`config.mk`:
```
export PLATFORM = sky130hd
export DESIGN_NAME = seq_sub_64_bit
export DESIGN_NICKNAME = d
export VERILOG_FILES = /design/src/rtl/seq_sub_pkg.sv /design/src/rtl/seq_sub_64_bit_sub_chunk.sv /design/src/rtl/seq_sub_64_bit.sv
export SDC_FILE = /design/constraint.sdc
export NUM_CORES = 1
export LEC_CHECK = 0
export CAP_MARGIN = 20
export CORE_ASPECT_RATIO = 1.1
export CORE_MARGIN = 1.5
export CORE_UTILIZATION = 48
export CTS_BUF_LIST = sky130_fd_sc_hd__clkbuf_2
export DETAILED_ROUTE_END_ITERATION = 8
export PLACE_DENSITY = 0.84
export SETUP_SLACK_MARGIN = 0.2
export SLEW_MARGIN = 20
export SYNTH_ARGS = -nofsm -noshare
export SYNTH_HDL_FRONTEND = slang
export SYNTH_HIERARCHICAL = 1
export SYNTH_SLANG_ARGS = --single-unit
```
`constraint.sdc`:
```
create_clock -name clk -period 5.3 [get_ports clk]
set_clock_uncertainty 0.05 [all_clocks]
set_input_delay 1.06 -clock clk [delete_from_list [all_inputs] [get_ports clk]]
set_output_delay 1.06 -clock clk [all_outputs]
set_load 0.01 [all_outputs]
```
`src/rtl/seq_sub_pkg.sv`:
```
// Shared types and sizing for the chunked 64-bit subtractor.
package seq_sub_pkg;

    typedef enum logic [1:0] {
        IDLE = 2'd0,
        BUSY = 2'd1,
        DONE = 2'd2
    } state_t;

    localparam int WIDTH     = 64;
    localparam int DEF_CHUNK = 16;

    // Number of cycles spent in BUSY for a given chunk width.
    function automatic int nch(input int chunk);
        return WIDTH / chunk;
    endfunction

endpackage

```
`src/rtl/seq_sub_64_bit_sub_chunk.sv`:
```
// Combinational W-bit borrow subtractor: {bo, d} = x - y - bi.
module sub_chunk #(
    parameter int W = 16
) (
    input  logic [W-1:0] x,
    input  logic [W-1:0] y,
    input  logic         bi,
    output logic [W-1:0] d,
    output logic         bo
);

    logic [W:0] w_full;

    // The extra MSB goes to 1 exactly when x < y + bi.
    assign w_full = {1'b0, x} - {1'b0, y} - (W+1)'(bi);
    assign d      = w_full[W-1:0];
    assign bo     = w_full[W];

endmodule

```
`src/rtl/seq_sub_64_bit.sv`:
```
// Multi-cycle 64-bit subtractor: one CHUNK-bit slice per cycle, LSB first,
// with a registered borrow between slices and valid/ready on both sides.
module seq_sub_64_bit
    import seq_sub_pkg::*;
#(
    parameter int CHUNK = DEF_CHUNK
) (
    input  logic        clk,
    input  logic        rst_n,
    input  logic        in_valid,
    output logic        in_ready,
    input  logic [63:0] a,
    input  logic [63:0] b,
    input  logic        bin,
    output logic        out_valid,
    input  logic        out_ready,
    output logic [63:0] diff,
    output logic        bout,
    output logic        ovf,
    output logic        zero
);

    localparam int NCH  = nch(CHUNK);
    localparam int IDXW = 7;

    state_t           r_state;
    logic [WIDTH-1:0] r_a;
    logic [WIDTH-1:0] r_b;
    logic [WIDTH-1:0] r_diff;
    logic             r_borrow;
    logic [IDXW-1:0]  r_idx;
    logic             r_out_valid;
    logic             r_bout;
    logic             r_ovf;
    logic             r_zero;

    logic [CHUNK-1:0] w_x;
    logic [CHUNK-1:0] w_y;
    logic [CHUNK-1:0] w_d;
    logic             w_bo;
    logic             w_last;
    logic [WIDTH-1:0] w_diff_next;

    // Slice select and write-back are unrolled compares so every part-select
    // index is a constant.
    always_comb begin
        w_x         = '0;
        w_y         = '0;
        w_diff_next = r_diff;
        for (int unsigned i = 0; i < NCH; i++) begin
            if (r_idx == IDXW'(i)) begin
                w_x = r_a[i*CHUNK +: CHUNK];
                w_y = r_b[i*CHUNK +: CHUNK];
                w_diff_next[i*CHUNK +: CHUNK] = w_d;
            end
        end
    end

    sub_chunk #(
        .W(CHUNK)
    ) u_sub_chunk (
        .x (w_x),
        .y (w_y),
        .bi(r_borrow),
        .d (w_d),
        .bo(w_bo)
    );

    assign w_last = (r_idx == IDXW'(NCH - 1));

    always_ff @(posedge clk) begin
        if (!rst_n) begin
            r_state     <= IDLE;
            r_a         <= '0;
            r_b         <= '0;
            r_diff      <= '0;
            r_borrow    <= 1'b0;
            r_idx       <= '0;
            r_out_valid <= 1'b0;
            r_bout      <= 1'b0;
            r_ovf       <= 1'b0;
            r_zero      <= 1'b0;
        end else begin
            case (r_state)
                IDLE: begin
                    if (in_valid) begin
                        r_a      <= a;
                        r_b      <= b;
                        r_borrow <= bin;
                        r_idx    <= '0;
                        r_state  <= BUSY;
                    end
                end
                BUSY: begin
                    r_diff   <= w_diff_next;
                    r_borrow <= w_bo;
                    r_idx    <= r_idx + 1'b1;
                    if (w_last) begin
                        // Signed overflow only when operand signs differ and
                        // the result sign disagrees with the minuend.
                        r_bout      <= w_bo;
                        r_ovf       <= (r_a[WIDTH-1] ^ r_b[WIDTH-1]) &
                                       (w_diff_next[WIDTH-1] ^ r_a[WIDTH-1]);
                        r_zero      <= (w_diff_next == '0);
                        r_out_valid <= 1'b1;
                        r_state     <= DONE;
                    end
                end
                DONE: begin
                    if (out_ready) begin
                        r_out_valid <= 1'b0;
                        r_state     <= IDLE;
                    end
                end
                default: r_state <= IDLE;
            endcase
        end
    end

    assign in_ready  = (r_state == IDLE);
    assign out_valid = r_out_valid;
    assign diff      = r_diff;
    assign bout      = r_bout;
    assign ovf       = r_ovf;
    assign zero      = r_zero;

endmodule

```
==> summary.md <==
| Metric | Value |
|---|---|
| Core area | 20,500 µm² |
| Final setup fails | 0 |
| Insertion delay to the later sink of the worst-skew pair | 840 ps |
| Leak | 5.06 nW |
| RePlAce Congestion | 0.909 |
| Initial antenna violation count | 1 |
| Crit-path max FO | 11 |
| Crit end category | register |
| Most common cell after layout, fill and taps aside | nand2_1 |
| CTS H-tree depth | 2 |
| Vias in the first global route | 9,206 |
| Synth Warn # | 6 |
| Max Slew Vio Count | 0 |
| Clock power share | 23.4% |
| Most frequent cells in the layout | nand2_1 (344), dfxtp_1 (204), clkdlybuf4s50_1 (200), a21boi_0 (180), clkbuf_2 (68) |
| Status | complete, no violations |
| Final Non-Filler Cells | 1,737 |
| Sequential power share | 39.6% |
| CP Data Arrival Time | 5660 ps |
| TritonCTS clock tree | yes |
| Global-route wire length before repair | 44,800 µm |
| HP Class | reg -> reg |
| TritonCTS sink count | 206 |
| Largest net degree at the start of global routing | 100 |
| Sequential element share of the synthesized area | 41.2% |
| Die height | 154 µm |
| Post-Syn Nets | 1,423 |
| Synth cell types | 55 |
| Net Sw Frac | 36.0% |
| Die W | 141 µm |
| Synthesized cell area | 10,000 µm² |
| # DRC | 0 |
| Worst Path Required | 5990 ps |
| Root buf cell | clkbuf_2 |
| PD cells | 334 nW/µm² |
| Vias | 9,733 |
| Max-Cap Viols | 0 |
| Period minus WS final | 4970 ps |
| Final Hold Vio Count | 0 |
| Achievable frequency | 0.201 GHz |
| FP Rows | 55 |
| Cells after synthesis | 1,254 |
| DR iter-0 viols | 789 |
| Clock Pin Slew Worst Setup and Hold Paths | 100 ps |
| Post-synthesis async set-or-reset flop share | 0% |
| Clock buffer depth | 3 |
| Initial Utilization | 48.8% |
| Dpl cells | 1,652 |
| Hold Slack | 415 ps |
| Final Util | 63.3% |
| Worst slew pin tran | 1000 ps |
| Total gr overflow | 0 |
| Period utilization | 93.8% |
| Max-slew headroom | 33.2% |
| Maximum VDD drop | 0.000182 V |
| Post-layout nets | 1,630 |
| DR WL/cell | 16.9 µm |
| Aggregate global-route resource usage | 25.6% |
| Hold Path Cell Cnt | 2 |
| EDFF count, synth | 0 |
| # hold bufs at CTS | 0 |
| Avg Synthesized Cell Area | 7.99 µm² |
| Worst setup SP type | register |
| Comb power frac | 37.0% |
| Share of cells above drive strength 1 | 10.7% |
| Drt first pass iters | 6 |
| Via-per-instance ratio | 5.60 |
| Syn-to-layout area delta | 29.7% |
| I/O Pins | 202 |
| PortBufs | 201 |
| Psw | 1.56 mW |
| CTS Buf Count | 50 |
| RSZ-0062 raised after global routing | false |
| Die area | 21,700 µm² |
| Crit Path Class | reg -> reg |
| Top FF cell, synth | dfxtp_1 |
| Final WL | 29,400 µm |
| Worst r2r path cells | 20 |
| Antenna viol nets, final | 0 |
| Seq cells post-synth | 206 |
| DP Wirelength | 19,900 µm |
| Int Power | 2.78 mW |
-- flip-flops by register name, summed over array words and instances (netlist names) --
| register | flops |
|---|---|
| r_a | 64 |
| ovf | 1 |
| bout | 1 |
| diff | 64 |
| r_b | 64 |
| zero | 1 |
| r_state | 2 |
| r_idx | 7 |
| r_borrow | 1 |
| out_valid | 1 |
-- power groups by stage --
stage	logic (mW)	registers (mW)	clock network (mW)
after floorplan	0.793	1.75	0
after detailed placement	1.41	1.75	0
after CTS	1.43	1.72	1.03
after global routing	1.70	1.73	1.11
after global placement	1.40	1.75	0
final	1.60	1.72	1.02
-- worst paths after layout --
| kind | startpoint | slack [ps] | end |
|---|---|---|---|
| max reg2reg | r_idx[2]$_SDFFE_PN0P_ | 330 | zero$_SDFFE_PN0P_ |
| min reg2reg | r_a[27]$_SDFFE_PN0P_ | 410 | r_a[27]$_SDFFE_PN0P_ |
| min | r_a[27]$_SDFFE_PN0P_ | 410 | r_a[27]$_SDFFE_PN0P_ |
| max | r_idx[2]$_SDFFE_PN0P_ | 330 | zero$_SDFFE_PN0P_ |
-- critical path: stages, from the launching register on --
cell and delay, ps:
dfxtp_2 370, or4_4 590, a2111oi_4 460, buf_4 200
buf_6 170, a221o_1 160, o21ai_1 90, a21oi_1 160
inv_1 80, ha_1 270, inv_1 40, ha_2 390
nand2_1 150, nor3_2 200, nand3_1 100, o221ai_1 200
xor2_1 120, or3_4 360, nor4_4 270, o2111ai_2 150
o31ai_1 270
-- logic make-up (layout without fill, tap and decap cells) --
family / count (synthesis) / after routing / share of synthesized area (%)
simple gates: 503 / 503 / 21.2
other cells: 0 / 1 / 0
fa+ha+maj: 36 / 36 / 4.65
compound gates: 339 / 339 / 24.3
xor+xnor: 16 / 16 / 1.40
flops: 206 / 206 / 41.2
mux: 17 / 17 / 1.70
buf+inv: 137 / 363 / 5.65
-- repair_timing --
item | in CTS | in global routing
pin swaps | 1 | 17
gates resized for setup | 6 | 47
buffers inserted | 1 | 9
cloned | 1 | 2
hold endpoints to repair | 0 | 0
setup endpoints to repair | 1 | 1
-- layout make-up --
cell class / count / area (µm²)
fill: 1750 / 7520
multi-input combinational: 911 / 5530
timing repair buffer: 243 / 2420
clock buffer: 68 / 340
sequential: 206 / 4130
tap: 256 / 320
inverter: 49 / 184
antenna: 1 / 2.50
clock inverter: 3 / 63.8
-- metrics by stage --
stage          worst slack (ps)  total power [mW]  setup TNS [ps]  instance area, µm²
2_1_floorplan               323              2.54               0               10000
3_3_place_gp                152              3.15               0               12200
3_5_place_dp              -4.74              3.17           -4.74               12200
4_1_cts                     241              4.18               0               12700
5_1_grt                     109              4.54               0               13000
6_report                    330              4.34               0               13000
-- cells in the mapped netlist, drive strengths merged, types with 2 or more instances --
cell type,instances,area (µm²)
or3,3,18.8
fa,2,40.0
a211o,2,17.5
o21ai,47,235
mux2i,17,170
a21boi,181,1360
inv,49,184
nor3,7,35.0
xor2,7,61.3
nand2,348,1310
nand2b,3,18.8
xnor2,9,78.8
buf,15,106
a21o,3,22.5
nor4,11,68.8
nor2b,19,119
nor3b,6,55.1
ha,34,425
o211ai,5,47.5
nand3,38,190
a221o,32,320
o2111ai,2,17.5
a41oi,2,17.5
and2,3,18.8
a21oi,50,250
clkbuf,73,275
or4,3,26.3
a31oi,4,25.0
nor2,54,203
nand4,5,31.3
dfxtp,206,4120
-- per-layer routing --
metal / global-route usage (%) / wire length (µm) / vias up
li1: - / - / 4689
met1: 31.1 / 12000 / 4494
met2: 44.4 / 14100 / 461
met3: 4.06 / 2240 / 89
met4: 11.7 / 1070 / 0
met5: 0 / 0 / -
No activity file was read; power rests on OpenSTA's default activity.
